--- src/rtl/xmtr_pkg.sv ---
`default_nettype none
// ============================================================================
//  Module      : xmtr_pkg
//  Description : Shared definitions for the serial frame transmitter and its
//                receiver partner: frame header pattern, frame field sizes
//                and the transmitter state encoding.
//  Revision    : 1.0 - initial release
// ============================================================================
package xmtr_pkg;

    // Header pattern; the receiver hard-codes the same match value.
    localparam logic [7:0] HEADER          = 8'hA5;
    localparam int         FRAME_HDR_BITS  = 8;
    localparam int         FRAME_BODY_BITS = 8;

    typedef enum logic [1:0] {
        ST_IDLE = 2'd0,
        ST_HEAD = 2'd1,
        ST_BODY = 2'd2,
        ST_GAP  = 2'd3
    } xmtr_state_e;

endpackage : xmtr_pkg
`default_nettype wire

--- src/rtl/xmtr_if.sv ---
`default_nettype none
// ============================================================================
//  Module      : xmtr_if
//  Description : Parallel write port and serial line bundle of the frame
//                transmitter.
//                  data_in    - byte to transmit (writer -> xmtr)
//                  load       - write strobe     (writer -> xmtr)
//                  ready      - holding buffer empty
//                  overflow   - sticky, load seen while not ready
//                  serial_out - serial line
//                  active     - header/body bit on the line
//                  sent       - pulse with body bit 0 on the line
//  Revision    : 1.0 - initial release
// ============================================================================
interface xmtr_if;
    logic [7:0] data_in;
    logic       load;
    logic       ready;
    logic       overflow;
    logic       serial_out;
    logic       active;
    logic       sent;

    modport master (
        output data_in, load,
        input  ready, overflow, serial_out, active, sent
    );

    modport slave (
        input  data_in, load,
        output ready, overflow, serial_out, active, sent
    );
endinterface : xmtr_if
`default_nettype wire

--- src/rtl/xmtr.sv ---
`default_nettype none
// ============================================================================
//  Module      : xmtr
//  Description : Serial frame transmitter. A byte written into a one-entry
//                holding buffer goes out as a 16-bit frame (header, then
//                body, both MSB first, one bit per clock). Line idles low.
//  Ports       : clock - rising-edge clock
//                reset - synchronous, active-high
//                bus   - xmtr_if.slave (write port + serial line outputs)
//  Parameters  : HEADER   - frame header pattern
//                IDLE_GAP - forced low bits between frames (0..15)
//  Revision    : 1.0 - initial release
// ============================================================================
module xmtr #(
    parameter logic [7:0] HEADER   = xmtr_pkg::HEADER,
    parameter int         IDLE_GAP = 0
) (
    input  wire    clock,
    input  wire    reset,
    xmtr_if.slave  bus
);
    import xmtr_pkg::*;

    // Index of the bit driven on the edge after the first one of a field.
    localparam logic [3:0] c_BIT_TOP  = 4'(FRAME_HDR_BITS - 2);
    // Gap counter preload: the counter reaching 0 marks the last gap bit.
    localparam logic [3:0] c_GAP_LOAD = 4'((IDLE_GAP == 0) ? 0 : IDLE_GAP - 1);

    xmtr_state_e state_q, state_d;
    logic [3:0]  idx_q, idx_d;
    logic [7:0]  shreg_q, shreg_d;
    logic [7:0]  buf_q, buf_d;
    logic        full_q, full_d;
    logic        overflow_q, overflow_d;
    logic        serial_q, serial_d;
    logic        active_q, active_d;
    logic        sent_q, sent_d;
    logic        start_frame;

    always_ff @(posedge clock) begin
        if (reset) begin
            state_q    <= ST_IDLE;
            idx_q      <= 4'd0;
            shreg_q    <= 8'd0;
            buf_q      <= 8'd0;
            full_q     <= 1'b0;
            overflow_q <= 1'b0;
            serial_q   <= 1'b0;
            active_q   <= 1'b0;
            sent_q     <= 1'b0;
        end else begin
            state_q    <= state_d;
            idx_q      <= idx_d;
            shreg_q    <= shreg_d;
            buf_q      <= buf_d;
            full_q     <= full_d;
            overflow_q <= overflow_d;
            serial_q   <= serial_d;
            active_q   <= active_d;
            sent_q     <= sent_d;
        end
    end

    always_comb begin
        state_d     = state_q;
        idx_d       = idx_q;
        shreg_d     = shreg_q;
        buf_d       = buf_q;
        full_d      = full_q;
        overflow_d  = overflow_q;
        serial_d    = serial_q;
        active_d    = active_q;
        sent_d      = 1'b0;
        start_frame = 1'b0;

        // Holding buffer write. Acceptance uses the pre-edge full flag, so a
        // load on the edge that empties the buffer is still rejected.
        if (bus.load) begin
            if (!full_q) begin
                buf_d  = bus.data_in;
                full_d = 1'b1;
            end else begin
                overflow_d = 1'b1;
            end
        end

        // idx counts down through a field; wrapping to 4'hF (bit 3 set)
        // marks that bit 0 of the field is currently on the line.
        case (state_q)
            ST_IDLE: begin
                serial_d    = 1'b0;
                active_d    = 1'b0;
                start_frame = full_q;
            end
            ST_HEAD: begin
                if (idx_q[3]) begin
                    state_d  = ST_BODY;
                    serial_d = shreg_q[7];
                    idx_d    = c_BIT_TOP;
                end else begin
                    serial_d = HEADER[idx_q[2:0]];
                    idx_d    = idx_q - 4'd1;
                end
            end
            ST_BODY: begin
                if (idx_q[3]) begin
                    if (IDLE_GAP > 0) begin
                        state_d  = ST_GAP;
                        serial_d = 1'b0;
                        active_d = 1'b0;
                        idx_d    = c_GAP_LOAD;
                    end else if (full_q) begin
                        start_frame = 1'b1;
                    end else begin
                        state_d  = ST_IDLE;
                        serial_d = 1'b0;
                        active_d = 1'b0;
                    end
                end else begin
                    serial_d = shreg_q[idx_q[2:0]];
                    sent_d   = (idx_q == 4'd0);
                    idx_d    = idx_q - 4'd1;
                end
            end
            ST_GAP: begin
                serial_d = 1'b0;
                active_d = 1'b0;
                if (idx_q == 4'd0) begin
                    state_d     = ST_IDLE;
                    start_frame = full_q;
                end else begin
                    idx_d = idx_q - 4'd1;
                end
            end
            default: begin
                state_d  = ST_IDLE;
                serial_d = 1'b0;
                active_d = 1'b0;
            end
        endcase

        // Move the buffered byte into the shifter and put HEADER[7] out.
        if (start_frame) begin
            shreg_d  = buf_q;
            full_d   = 1'b0;
            state_d  = ST_HEAD;
            serial_d = HEADER[7];
            active_d = 1'b1;
            idx_d    = c_BIT_TOP;
        end
    end

    assign bus.ready      = !full_q;
    assign bus.overflow   = overflow_q;
    assign bus.serial_out = serial_q;
    assign bus.active     = active_q;
    assign bus.sent       = sent_q;

endmodule : xmtr
`default_nettype wire

--- src/flat_wrapper.sv ---
// flat-port wrapper written by rule: the top's interface ports become plain ports
module xmtr_flat import xmtr_pkg::*;
#(
    parameter logic [7:0] HEADER   = xmtr_pkg::HEADER,
    parameter int         IDLE_GAP = 0
)
  (clock, reset, bus_data_in, bus_load, bus_ready, bus_overflow, bus_serial_out, bus_active, bus_sent);
  xmtr_if bus_i ();
  input  wire clock;
  input  wire reset;
  input wire logic [$bits(bus_i.data_in)-1:0] bus_data_in;
  input wire logic [$bits(bus_i.load)-1:0] bus_load;
  output wire logic [$bits(bus_i.ready)-1:0] bus_ready;
  output wire logic [$bits(bus_i.overflow)-1:0] bus_overflow;
  output wire logic [$bits(bus_i.serial_out)-1:0] bus_serial_out;
  output wire logic [$bits(bus_i.active)-1:0] bus_active;
  output wire logic [$bits(bus_i.sent)-1:0] bus_sent;
  assign bus_i.data_in = bus_data_in;
  assign bus_i.load = bus_load;
  assign bus_ready = bus_i.ready;
  assign bus_overflow = bus_i.overflow;
  assign bus_serial_out = bus_i.serial_out;
  assign bus_active = bus_i.active;
  assign bus_sent = bus_i.sent;
  xmtr #(.HEADER(HEADER), .IDLE_GAP(IDLE_GAP)) u_core (.clock(clock), .reset(reset), .bus(bus_i));
endmodule
--- config.mk ---
export PLATFORM = sky130hd
export DESIGN_NAME = xmtr_flat
export DESIGN_NICKNAME = d
export VERILOG_FILES = /design/src/rtl/xmtr_pkg.sv /design/src/rtl/xmtr_if.sv /design/src/rtl/xmtr.sv /design/src/flat_wrapper.sv
export SDC_FILE = /design/constraint.sdc
export NUM_CORES = 1
export LEC_CHECK = 0
export ABC_AREA = 1
export CORE_ASPECT_RATIO = 0.7
export CORE_UTILIZATION = 35
export DETAILED_ROUTE_END_ITERATION = 7
export MAX_ROUTING_LAYER = met4
export PLACE_DENSITY = 0.53
export SETUP_SLACK_MARGIN = 0.02
export SYNTH_ARGS = -nofsm -noshare
export SYNTH_HDL_FRONTEND = slang
export SYNTH_SLANG_ARGS = --single-unit
export TNS_END_PERCENT = 20
--- constraint.sdc ---
create_clock -name clock -period 2.17 [get_ports clock]
set_input_delay 0.434 -clock clock [delete_from_list [all_inputs] [get_ports clock]]
set_output_delay 0.434 -clock clock [all_outputs]
set_load 0.01 [all_outputs]
* After elaboration in Yosys (flattened, before gate mapping)
Memory sizes are Yosys's and may differ from the RTL's.
Cells that the tools add are included.
** Cells by class
- Bitwise operators :: 2
- Order comparisons :: 1
- Add/subtract/negate cells :: 1
- Divide/modulo/power cells :: 0
- Reduce and logical (&&, ||, !) cells :: 17
- Equality and inequality tests :: 16
- Shift-type cells :: 0
- Muxes and demuxes :: 26
- Multiply operators :: 0
** Operator list (count)
- 1-bit 2-to-1 mux :: 12
- 4-bit 2-to-1 mux :: 3
- 4-bit case mux with 3 select lines :: 1
- 5-bit AND reduction :: 2
- 3-bit by 1-bit inequality test with 1-bit output (second input constant) :: 3
- 3-bit AND reduction :: 3
- 2-bit 2-to-1 mux :: 4
- 2-bit by 1-bit inequality test with 1-bit output (second input constant) :: 3
- 2-bit inequality test (second input constant) :: 3
- 3-bit inequality test (second input constant) :: 2
- 1-bit case mux with 3 select lines :: 2
- 2-bit case mux with 3 select lines :: 1
- 2-bit AND reduction :: 3
- 3-bit nonzero test :: 2
- 2-bit equality test (second input constant) :: 2
- 4-bit logical NOT :: 1
- 3-bit by 4-bit < comparator with 1-bit output (second input constant) :: 1
- 4-bit inequality test (second input constant) :: 1
- 4-bit nonzero test :: 1
- 2-bit OR reduction :: 2
- 4-bit by 1-bit subtractor with 4-bit output (second input constant) :: 1
- 1-bit binary-select mux with 3-bit select :: 1
- 3-bit 2-to-1 mux :: 1
- 3-bit by 2-bit inequality test with 1-bit output (second input constant) :: 1
- 6 further kinds :: 7
** Word-level totals
- Memories :: 1
- RAM bits :: 0
- Bits of input ports :: 11
- Latch bits :: 0
- Register bits after elaboration :: 27
- Memory bits (read-only) :: 8
- Output and inout port bits :: 5
** Memories
- (name not given) :: depth 8, bits a word 1, read ports 1, clocked after memory_dff 0, write ports 0, line xmtr.sv:101 : serial_d = HEADER[idx_q[2:0]];

* Logic depth before layout (Yosys ltp)
Gate-level depths: netlist of the first run.
- Depth in word-level cells :: 5
- Mapped depth :: 10
- Mapped depth without buffers :: 9

* Least setup slack after synthesis of the first run
Ideal clock, no wire load.
- Kind :: register to register
- Start point :: register u_core.idx_q[0]
- End point :: register u_core.state_q[0]
- Setup time :: 0.110 ns
- Path slack :: 0.741 ns
- Period minus slack after synthesis :: 1.429 ns
- Arrival :: 1.319 ns
- Stages on the path, launching flop included :: 11
- Data required time :: 2.060 ns
- Cells stage by stage :: dfxtp_1 > buf_2 > inv_1 > ha_1 > nand2_1 > nand2_2 > nand3_2 > buf_4 > nand3b_1 > nand2_1 > inv_1
** Between the ends
- Word-level cells in the longest chain between the ends :: 5
- Elaborated cells between the ends (all ways) :: 10
** RTL lines
- start: declaration :: line xmtr.sv:30 : logic [3:0] idx_q, idx_d;
- start signal: assignment :: line xmtr.sv:53 : idx_q <= idx_d;
- 4-bit logical NOT (*) :: line xmtr.sv:128 : if (idx_q == 4'd0) begin
- 1-bit 2-to-1 mux :: line xmtr.sv:128
- 1-bit case mux with 3 select lines :: line xmtr.sv:89 : case (state_q)
- 3-bit by 1-bit inequality test with 1-bit output (no source line) (tied with other cells)
- 5-bit AND reduction (no source line)
- end signal: assignment :: line xmtr.sv:52 : state_q <= state_d;
- end: declaration :: line xmtr.sv:29 : xmtr_state_e state_q, state_d;
Every way passes the cells marked *; elsewhere a longest branch is shown, timed or not.
A chain may end at the register's enable or synchronous reset.

* Worst setup path after layout of the first run
- Start point :: register u_core.idx_q[0]
- End point :: register u_core.idx_q[1]
** Between the ends
- Word-level cells in the longest chain between the ends :: 5
- Elaborated cells between the ends (all ways) :: 13
** RTL lines
- parallel branches: the longest is 5 deep, another holds 4-bit by 1-bit subtractor with 4-bit output
Parallel ways; which one is timed is not known. The select of a mux whose other input is x is not followed.

==> results.py, run 1 <==
metrics = {
    "routing": {
        "vias_per_cell": 4.75,
        "drt_wl_total_mm": 2.72,
        "ant_nets": 0,
        "first_iter_violations": 47,
        "wl_per_cell_um": 11.2,
        "drt_pass1_iterations": 4,
        "vias": 1155,
        "drcViolationCount": 0,
    },
    "critical_path": {
        "critPathLaunchType": "register",
        "cp_data_arrival_time_ps": 2000,
        "end_kind": "register",
        "crit_top_cell": "nor2_1",
        "cpPeakStageDelay_ps": 520,
        "worst-path-max-fanout": 22,
        "r2r_setup_slack_ps": 350,
        "crit_family": "flip-flops",
        "path_buf_inv": 2,
        "critPathKind": "register to register",
        "path_cells": "inv_1 > ha_1 > nand2_1 > nand2_2 > nand3_2 > buf_4 > a21boi_1 > nor2_1 > nor2_1",
        "r2r-end": "u_core.idx_q[1]$_SDFFE_PP0P_",
        "crit_path_top_delay_cell": "dfxtp_1",
        "rr_worst_depth": 9,
        "worst_ep_required_time_ps": 2350,
        "r2r_start": "u_core.idx_q[0]$_SDFFE_PP0P_",
    },
    "timing": {
        "tightest_slew_ps": 320,
        "final_hold_viol_count": 0,
        "setup_viol": 0,
        "fin_skew_ps": 1.14,
        "fmax_mhz": 549,
        "finalCritPeriodShare": 0.839,
        "fin_setup_tns_ps": 0,
        "slew_headroom": 0.786,
        "final.min_clock_period_ps": 1820,
        "rsz0062_at_grt": "no",
        "maxSlewViolCount": 0,
    },
    "placed_design": {
        "gp_congestion": 0.754,
        "numPortBuffers": 15,
        "place_area_mm2": 0.00147,
        "place_inst": 239,
        "dp_hpwl_mm": 2.04,
    },
    "cells_and_area": {
        "final_net_count": 212,
        "drive_above_1_share": 0.0867,
        "area_growth_pct": 18.9,
        "fillCellCount": 339,
        "finalInstanceArea_mm2": 0.00151,
        "final_cells": 243,
        "num_antenna_cells": 0,
    },
    "floorplanning": {
        "initial_utilization": 0.386,
        "dieArea_mm2": 0.00388,
        "core-area_mm2": 0.00330,
        "die_h_um": 52.4,
        "die_w_um": 74.1,
        "row_count": 17,
        "pin_count": 16,
    },
    "clock_tree": {
        "cts_max_level": 1,
        "cts_buffers": 3,
        "clk_latency_ps": 270,
        "cts_tree": "built",
        "ctsResizeCount": 0,
        "root_buffer": "clkbuf_8",
        "cts.sink_count": 27,
        "cts_buffer_depth": 2,
        "cts_setup_buffers": 0,
        "cts.clk_slew.worst_paths_ps": 90,
        "holdBufCountCts": 0,
    },
    "logic_synthesis": {
        "synth_nets": 195,
        "syn_avg_cell_area_um2": 7.07,
        "synth_seq_area_share": 0.425,
        "yosys.cell_types.count": 25,
        "yosys_warnings": 0,
        "synth_top_area_share": 0.425,
        "synth_seq_cells": 27,
        "synth-edff-count": 0,
        "synthArstFlopShare": 0,
        "synthCells": 180,
        "ys_top_cells_by_count": "30 x nand2_1, 27 x dfxtp_1, 26 x nor2_1",
        "synth.most_common_cell": "nand2_1",
        "synth_flop_cell": "dfxtp_1",
        "synth_area_leaders": "dfxtp_1 42%, nand2_1 8.8%, nor2_1 7.7%",
        "yosysTopAreaCell": "dfxtp_1",
        "syn_area_mm2": 0.00127,
    },
    "grt": {
        "antenna_found_initial": 0,
        "first_global_vias": 1039,
        "grt_usage": 0.169,
        "grt_pass1_wl_mm": 4.80,
        "grt_start_max_net_pins": 23,
        "gr-total-overflow": 0,
    },
    "min_path": {
        "hold_path_end": "u_core.shreg_q[4]$_SDFFE_PP0P_",
        "holdPathStages": 2,
        "hp-class": "register to register",
        "hold_start": "u_core.shreg_q[4]$_SDFFE_PP0P_",
    },
    "pwr": {
        "p_per_area_mw_per_mm2": 754,
        "p_leak_nw": 0.670,
        "p_total_mw": 1.14,
        "peakVddDrop_mv": 0.410,
    },
    "run": {
        "drv_cap": 0,
    },
    "status": {
        "status": "complete, no violations",
    },
}
==> flip-flops by register name (all words and copies together), names as in the netlist <==
signal                 count
u_core.buf_q               8
u_core.shreg_q             8
u_core.idx_q               4
u_core.full_q              1
u_core.bus.sent            1
u_core.bus.active          1
u_core.bus.serial_out      1
u_core.bus.overflow        1
u_core.state_q             2
==> worst min-delay path: stages (launching register included) <==
cell     delay, ps
dfxtp_1        310
inv_1           60
a21oi_1         50
==> metrics by stage <==
stage,worst slack (ps),util,hold slack (ps)
global route,223,0.459,482
floorplan,741,-,429
CTS,374,0.459,457
finish,350,0.459,455
detailed placement,398,0.445,443
global placement,483,0.445,447
==> metal layers <==
| metal | global-route usage | up-vias | wire length (um) |
|---|---|---|---|
| met4 | 0.0385 | 0 | 18 |
| met5 | - | - | 0 |
| li1 | - | 608 | - |
| met1 | 0.235 | 520 | 1490 |
| met3 | 0.0462 | 2 | 125 |
| met2 | 0.242 | 25 | 1090 |
==> power breakdown <==
| part | internal [mW] | leakage [nW] | switching, mW |
|---|---|---|---|
| sequential | 0.544 | 0.222 | 0.0390 |
| combinational | 0.117 | 0.425 | 0.155 |
| clock | 0.132 | 0.0228 | 0.154 |
| total | 0.792 | 0.670 | 0.348 |
==> kinds of logic after synthesis <==
family,count (synthesis),share of synthesized area
xor gates and xnor gates,1,0.00688
DFF,27,0.425
and+or+nand+nor,78,0.264
buffers and inverters,32,0.105
AOI/OAI and AO/OA,38,0.160
adders and majority gates,4,0.0393
==> cells in the final DEF, fill, tap and decap left out, types with 3 or more instances in the layout <==
cell             Yosys  final
nand2_1             30     30
dfxtp_1             27     27
nor2_1              26     26
inv_1               21     21
clkdlybuf4s50_1      0     15
a21oi_1             13     13
o21ai_0             13     13
nand3_1             11     11
o21ai_1              8      8
inv_2                5      5
ha_1                 4      4
nor3_1               3      3
clkbuf_8             0      3
buf_4                1      3
==> how the worst max path moves through the flow <==
stage,cells past startpoint,startpoint,endpoint
final,9,u_core.idx_q[0]$_SDFFE_PP0P_,u_core.idx_q[1]$_SDFFE_PP0P_
after global routing,9,u_core.idx_q[0]$_SDFFE_PP0P_,u_core.idx_q[1]$_SDFFE_PP0P_
after CTS,9,u_core.idx_q[0]$_SDFFE_PP0P_,u_core.idx_q[2]$_SDFFE_PP0P_
after detailed placement,9,u_core.idx_q[0]$_SDFFE_PP0P_,u_core.idx_q[2]$_SDFFE_PP0P_
after global placement,9,u_core.idx_q[0]$_SDFFE_PP0P_,u_core.idx_q[2]$_SDFFE_PP0P_
after floorplan,10,u_core.idx_q[0]$_SDFFE_PP0P_,u_core.state_q[0]$_SDFFE_PP0P_
==> area by class of cell <==
type                    count  area (um^2)  area share
clock buffers               4         45.0      0.0298
inverters                  26         97.6      0.0645
multi-input cells         121          598       0.395
flip-flops and latches     27          541       0.357
well taps                  47         58.8      0.0389
repair buffers             18          173       0.114
No activity file was read; power rests on OpenSTA's default activity.
==> run 2, diff against run 1 <==
Settings changed: PLACE_DENSITY 0.53 to 0.55.
Clock period 2.17 ns to 1.5 ns, I/O delays scaled along.
==> results.py, run 2 (synthesized netlist as in run 1, its figures left out) <==
metrics = {
    "critical_path": {
        "cp_data_arrival_time_ps": 1130,
        "end_kind": "output port",
        "worst-path-max-fanout": 1,
        "worst_ep_required_time_ps": 1200,
        "crit_path_top_delay_cell": "clkdlybuf4s50_1",
        "crit_family": "buffers and inverters",
        "path_cells": "clkdlybuf4s50_1",
        "critPathLaunchType": "register",
        "path_buf_inv": 1,
        "critPathKind": "register to output port",
        "cpPeakStageDelay_ps": 540,
    },
    "clock_tree": {
        "holdBufCountCts": 0,
        "clk_latency_ps": 270,
        "root_buffer": "clkbuf_8",
        "cts_max_level": 1,
        "cts.clk_slew.worst_paths_ps": 90,
        "cts.sink_count": 27,
        "cts_buffers": 3,
        "cts_tree": "built",
        "cts_buffer_depth": 2,
    },
    "cells_and_area": {
        "fillCellCount": 313,
        "final_cell_mix": "29 x nand2_1, 26 x nor2_1, 26 x dfxtp_1",
        "area_growth_pct": 32.1,
        "top_regs": "u_core.buf_q (8), u_core.shreg_q (8), u_core.idx_q (4)",
        "register_area_um2": 542,
        "layout_commonest_cell": "nand2_1",
        "num_antenna_cells": 0,
        "multi_input_area_um2": 629,
        "drive_above_1_share": 0.178,
        "final_net_count": 230,
        "final_core_util": 0.510,
    },
    "routing": {
        "drcViolationCount": 0,
        "first_iter_violations": 74,
        "vias": 1187,
        "drt_wl_total_mm": 2.82,
        "drt_pass1_iterations": 5,
        "wl_per_cell_um": 10.8,
        "vias_per_cell": 4.55,
        "ant_nets": 0,
    },
    "placed_design": {
        "preCtsSetupSlack_ps": 25.4,
        "numPortBuffers": 15,
        "dp_hpwl_mm": 2.23,
        "gp_congestion": 0.812,
    },
    "floorplanning": {
        "die_w_um": 74.1,
        "dieArea_mm2": 0.00388,
        "row_count": 17,
        "die_h_um": 52.4,
        "pin_count": 16,
        "core-area_mm2": 0.00330,
        "initial_utilization": 0.386,
    },
    "timing": {
        "setup_viol": 0,
        "final_hold_viol_count": 0,
        "maxSlewViolCount": 0,
        "final.min_clock_period_ps": 1430,
        "slew_headroom": 0.818,
        "fin_setup_tns_ps": 0,
        "fmax_mhz": 701,
        "tightest_slew_ps": 273,
        "rsz0062_at_grt": "no",
        "setup_ws_ps": 74.1,
        "finalCritPeriodShare": 0.951,
        "fin_skew_ps": 7.47,
    },
    "grt": {
        "grt_start_max_net_pins": 15,
        "grt_usage": 0.175,
        "first_global_vias": 1102,
        "gr-total-overflow": 0,
        "grt_pass1_wl_mm": 4.92,
        "antenna_found_initial": 0,
    },
    "pwr": {
        "p_total_mw": 1.73,
        "peakVddDrop_mv": 0.618,
        "p_leak_nw": 0.796,
        "p_per_area_mw_per_mm2": 1030,
    },
    "min_path": {
        "hp-class": "register to register",
    },
    "run": {
        "drv_cap": 0,
    },
    "status": {
        "status": "complete, no violations",
    },
}
## run 2: timing repair
action,CTS,global route
gates cloned,0,1
endpoints found under the hold margin,0,0
setup endpoints to repair,1,15
setup buffers,0,1
gates resized for setup,1,10
## run 2: where the power goes
part           internal [mW]  switching (mW)
clock                  0.190           0.211
sequential             0.786          0.0362
combinational          0.238           0.271
total                   1.21           0.518
## run 2: through the flow
step                hold WS (ps)  std cells  area (um^2)
finish                       456        261         1680
global route                 474        261         1680
CTS                          460        259         1630
detailed placement           447        255         1590
global placement             447        255         1590
floorplan                    369        180         1270
## run 2: path summary, 6_finish.rpt
check	from	end	slack (ps)	depth (start not counted)
max	u_core.bus.sent$_SDFF_PP0_	bus_sent	70	1
min	u_core.shreg_q[1]$_SDFFE_PP0P_	u_core.shreg_q[1]$_SDFFE_PP0P_	460	2
max reg2reg	u_core.idx_q[0]$_SDFFE_PP0P_	u_core.idx_q[3]$_SDFFE_PP0P_	130	8
min reg2reg	u_core.shreg_q[1]$_SDFFE_PP0P_	u_core.shreg_q[1]$_SDFFE_PP0P_	460	2
## run 2: cell type report
| cell class | count | share of cell area |
|---|---|---|
| clock buffer | 4 | 0.0268 |
| timing repair buffer | 35 | 0.183 |
| sequential | 27 | 0.322 |
| inverter | 26 | 0.0581 |
| tap | 47 | 0.0350 |
| multi-input combinational | 122 | 0.375 |
## run 2: layer usage
| metal | global-route usage | vias up | routed length (um) |
|---|---|---|---|
| met3 | 0.0500 | 2 | 129 |
| met1 | 0.240 | 517 | 1590 |
| met4 | 0.0288 | 0 | 19 |
| met5 | - | - | 0 |
| met2 | 0.258 | 22 | 1080 |
| li1 | - | 646 | - |
==> run 3, diff against run 2 <==
Settings changed: CORE_ASPECT_RATIO 0.7 to unset.
==> results.py, run 3 (synthesized netlist as in run 1, its figures left out) <==
metrics = {
    "grt": {
        "grt_usage": 0.154,
        "gr-total-overflow": 0,
        "grt_start_max_net_pins": 20,
        "antenna_found_initial": 0,
        "first_global_vias": 1110,
        "grt_pass1_wl_mm": 4.70,
    },
    "floorplanning": {
        "die_w_um": 62.3,
        "initial_utilization": 0.373,
        "die_h_um": 62.3,
        "row_count": 21,
        "pin_count": 16,
        "core-area_mm2": 0.00342,
        "dieArea_mm2": 0.00388,
    },
    "pwr": {
        "clock_power_share": 0.198,
        "p_per_area_mw_per_mm2": 1010,
        "peakVddDrop_mv": 0.454,
        "swShare": 0.318,
        "comb_power_share": 0.283,
        "switching_power_mw": 0.510,
        "p_int_mw": 1.10,
        "p_seq_frac": 0.519,
        "p_leak_nw": 0.734,
    },
    "routing": {
        "first_iter_violations": 38,
        "drcViolationCount": 0,
        "ant_nets": 0,
        "drt_wl_total_mm": 2.74,
        "drt_pass1_iterations": 4,
        "vias": 1196,
        "wl_per_cell_um": 11.0,
        "vias_per_cell": 4.78,
    },
    "critical_path": {
        "end_kind": "register",
        "r2r-end": "u_core.shreg_q[3]$_SDFFE_PP0P_",
        "r2r_setup_slack_ps": 90,
        "cp_data_arrival_time_ps": 1650,
        "worst_ep_required_time_ps": 1730,
        "critPathLaunchType": "register",
        "crit_start": "u_core.state_q[1]$_SDFFE_PP0P_",
        "worst-path-max-fanout": 18,
        "r2r_start": "u_core.state_q[1]$_SDFFE_PP0P_",
        "critPathKind": "register to register",
        "timing.critical_path.to": "u_core.shreg_q[3]$_SDFFE_PP0P_",
        "rr_worst_depth": 6,
    },
    "timing": {
        "final.min_clock_period_ps": 1410,
        "slew_headroom": 0.818,
        "setup_viol": 0,
        "rsz0062_at_grt": "yes",
        "fin_setup_tns_ps": 0,
        "maxSlewViolCount": 0,
        "holdWs_ps": 475,
        "fmax_mhz": 708,
        "final_hold_viol_count": 0,
        "finalCritPeriodShare": 0.942,
        "tightest_slew_ps": 271,
        "fin_skew_ps": 5.72,
    },
    "cells_and_area": {
        "final_net_count": 220,
        "drive_above_1_share": 0.152,
        "final_cell_mix": "29 x nand2_1, 26 x nor2_1, 24 x dfxtp_1",
        "final_cells": 250,
        "num_antenna_cells": 0,
        "layout_commonest_cell": "nand2_1",
        "area_growth_pct": 25.3,
        "register_area_um2": 547,
        "top_regs": "u_core.buf_q (8), u_core.shreg_q (8), u_core.idx_q (4)",
        "multi_input_area_um2": 613,
        "fillCellCount": 365,
        "final_core_util": 0.467,
        "finalInstanceArea_mm2": 0.00159,
    },
    "clock_tree": {
        "cts_buffer_depth": 2,
        "cts_buffers": 3,
        "holdBufCountCts": 0,
        "clk_latency_ps": 330,
        "cts_max_level": 1,
        "cts_tree": "built",
        "root_buffer": "clkbuf_4",
        "cts.sink_count": 27,
        "cts.clk_slew.worst_paths_ps": 150,
    },
    "min_path": {
        "hp-class": "register to register",
    },
    "placed_design": {
        "gp_congestion": 0.932,
        "place_inst": 243,
        "numPortBuffers": 15,
        "dp_hpwl_mm": 2.06,
        "place_area_mm2": 0.00153,
    },
    "run": {
        "drv_cap": 0,
    },
    "status": {
        "status": "complete, no violations",
    },
}
## run 3: cell types whose count changed in the layout (fill, tap and decap cells not counted), sizes merged, moves of 2 or more
cell | before | now
buf | 20 | 11
dlygate4sd2 | 1 | 5
clkdlybuf4s50 | 12 | 10
dlymetal6s2s | 2 | 0
## run 3: power groups by stage
stage / logic (mW) / clock network, mW / registers, mW
after floorplan: 0.300 / 0 / 0.834
after global placement: 0.435 / 0 / 0.844
after detailed placement: 0.444 / 0 / 0.845
after CTS: 0.440 / 0.334 / 0.829
after global routing: 0.516 / 0.370 / 0.842
final: 0.454 / 0.318 / 0.833
## run 3: timing repair
item | 4_1_cts | 5_1_grt
pin swaps | 0 | 1
endpoints found under the setup margin | 6 | 17
gates cloned | 0 | 0
buffers inserted | 0 | 3
hold endpoints to repair | 0 | 0
resized for setup | 5 | 7
## run 3: cell type report
cell class,count,area share
sequential,27,0.343
tap,46,0.0361
timing repair buffer,26,0.158
multi-input combinational,121,0.385
clock inverter,1,0.00314
inverter,26,0.0612
clock buffer,3,0.0141
## run 3: worst min path at each step
stage,endpoint,cells after the start,from
detailed placement,u_core.shreg_q[6]$_SDFFE_PP0P_,2,u_core.shreg_q[6]$_SDFFE_PP0P_
floorplan,u_core.bus.active$_SDFFE_PP0P_,1,reset
global route,u_core.shreg_q[1]$_SDFFE_PP0P_,2,u_core.shreg_q[1]$_SDFFE_PP0P_
finish,u_core.shreg_q[6]$_SDFFE_PP0P_,2,u_core.shreg_q[6]$_SDFFE_PP0P_
CTS,u_core.shreg_q[6]$_SDFFE_PP0P_,2,u_core.shreg_q[6]$_SDFFE_PP0P_
global placement,u_core.shreg_q[5]$_SDFFE_PP0P_,2,u_core.shreg_q[5]$_SDFFE_PP0P_
## run 3: per-layer routing
metal  track usage  wire (um)
met1         0.191       1250
met2         0.246       1260
met3        0.0184        129
met4        0.0756         91
met5             -          0
## run 3: stage by stage
stage               setup WS [ps]  power, mW
floorplan                    71.4       1.13
global placement             84.4       1.28
detailed placement           31.2       1.29
CTS                          12.5       1.60
global route                -6.27       1.73
finish                       87.5       1.61
## run 3: worst max-delay path, cell delays in order, from the launching register on
cell     delay, ps
dfxtp_1        480
nor2_1         110
nor2_1         200
nand3_4        150
buf_12         180
o21ai_1        130
a21oi_1         60
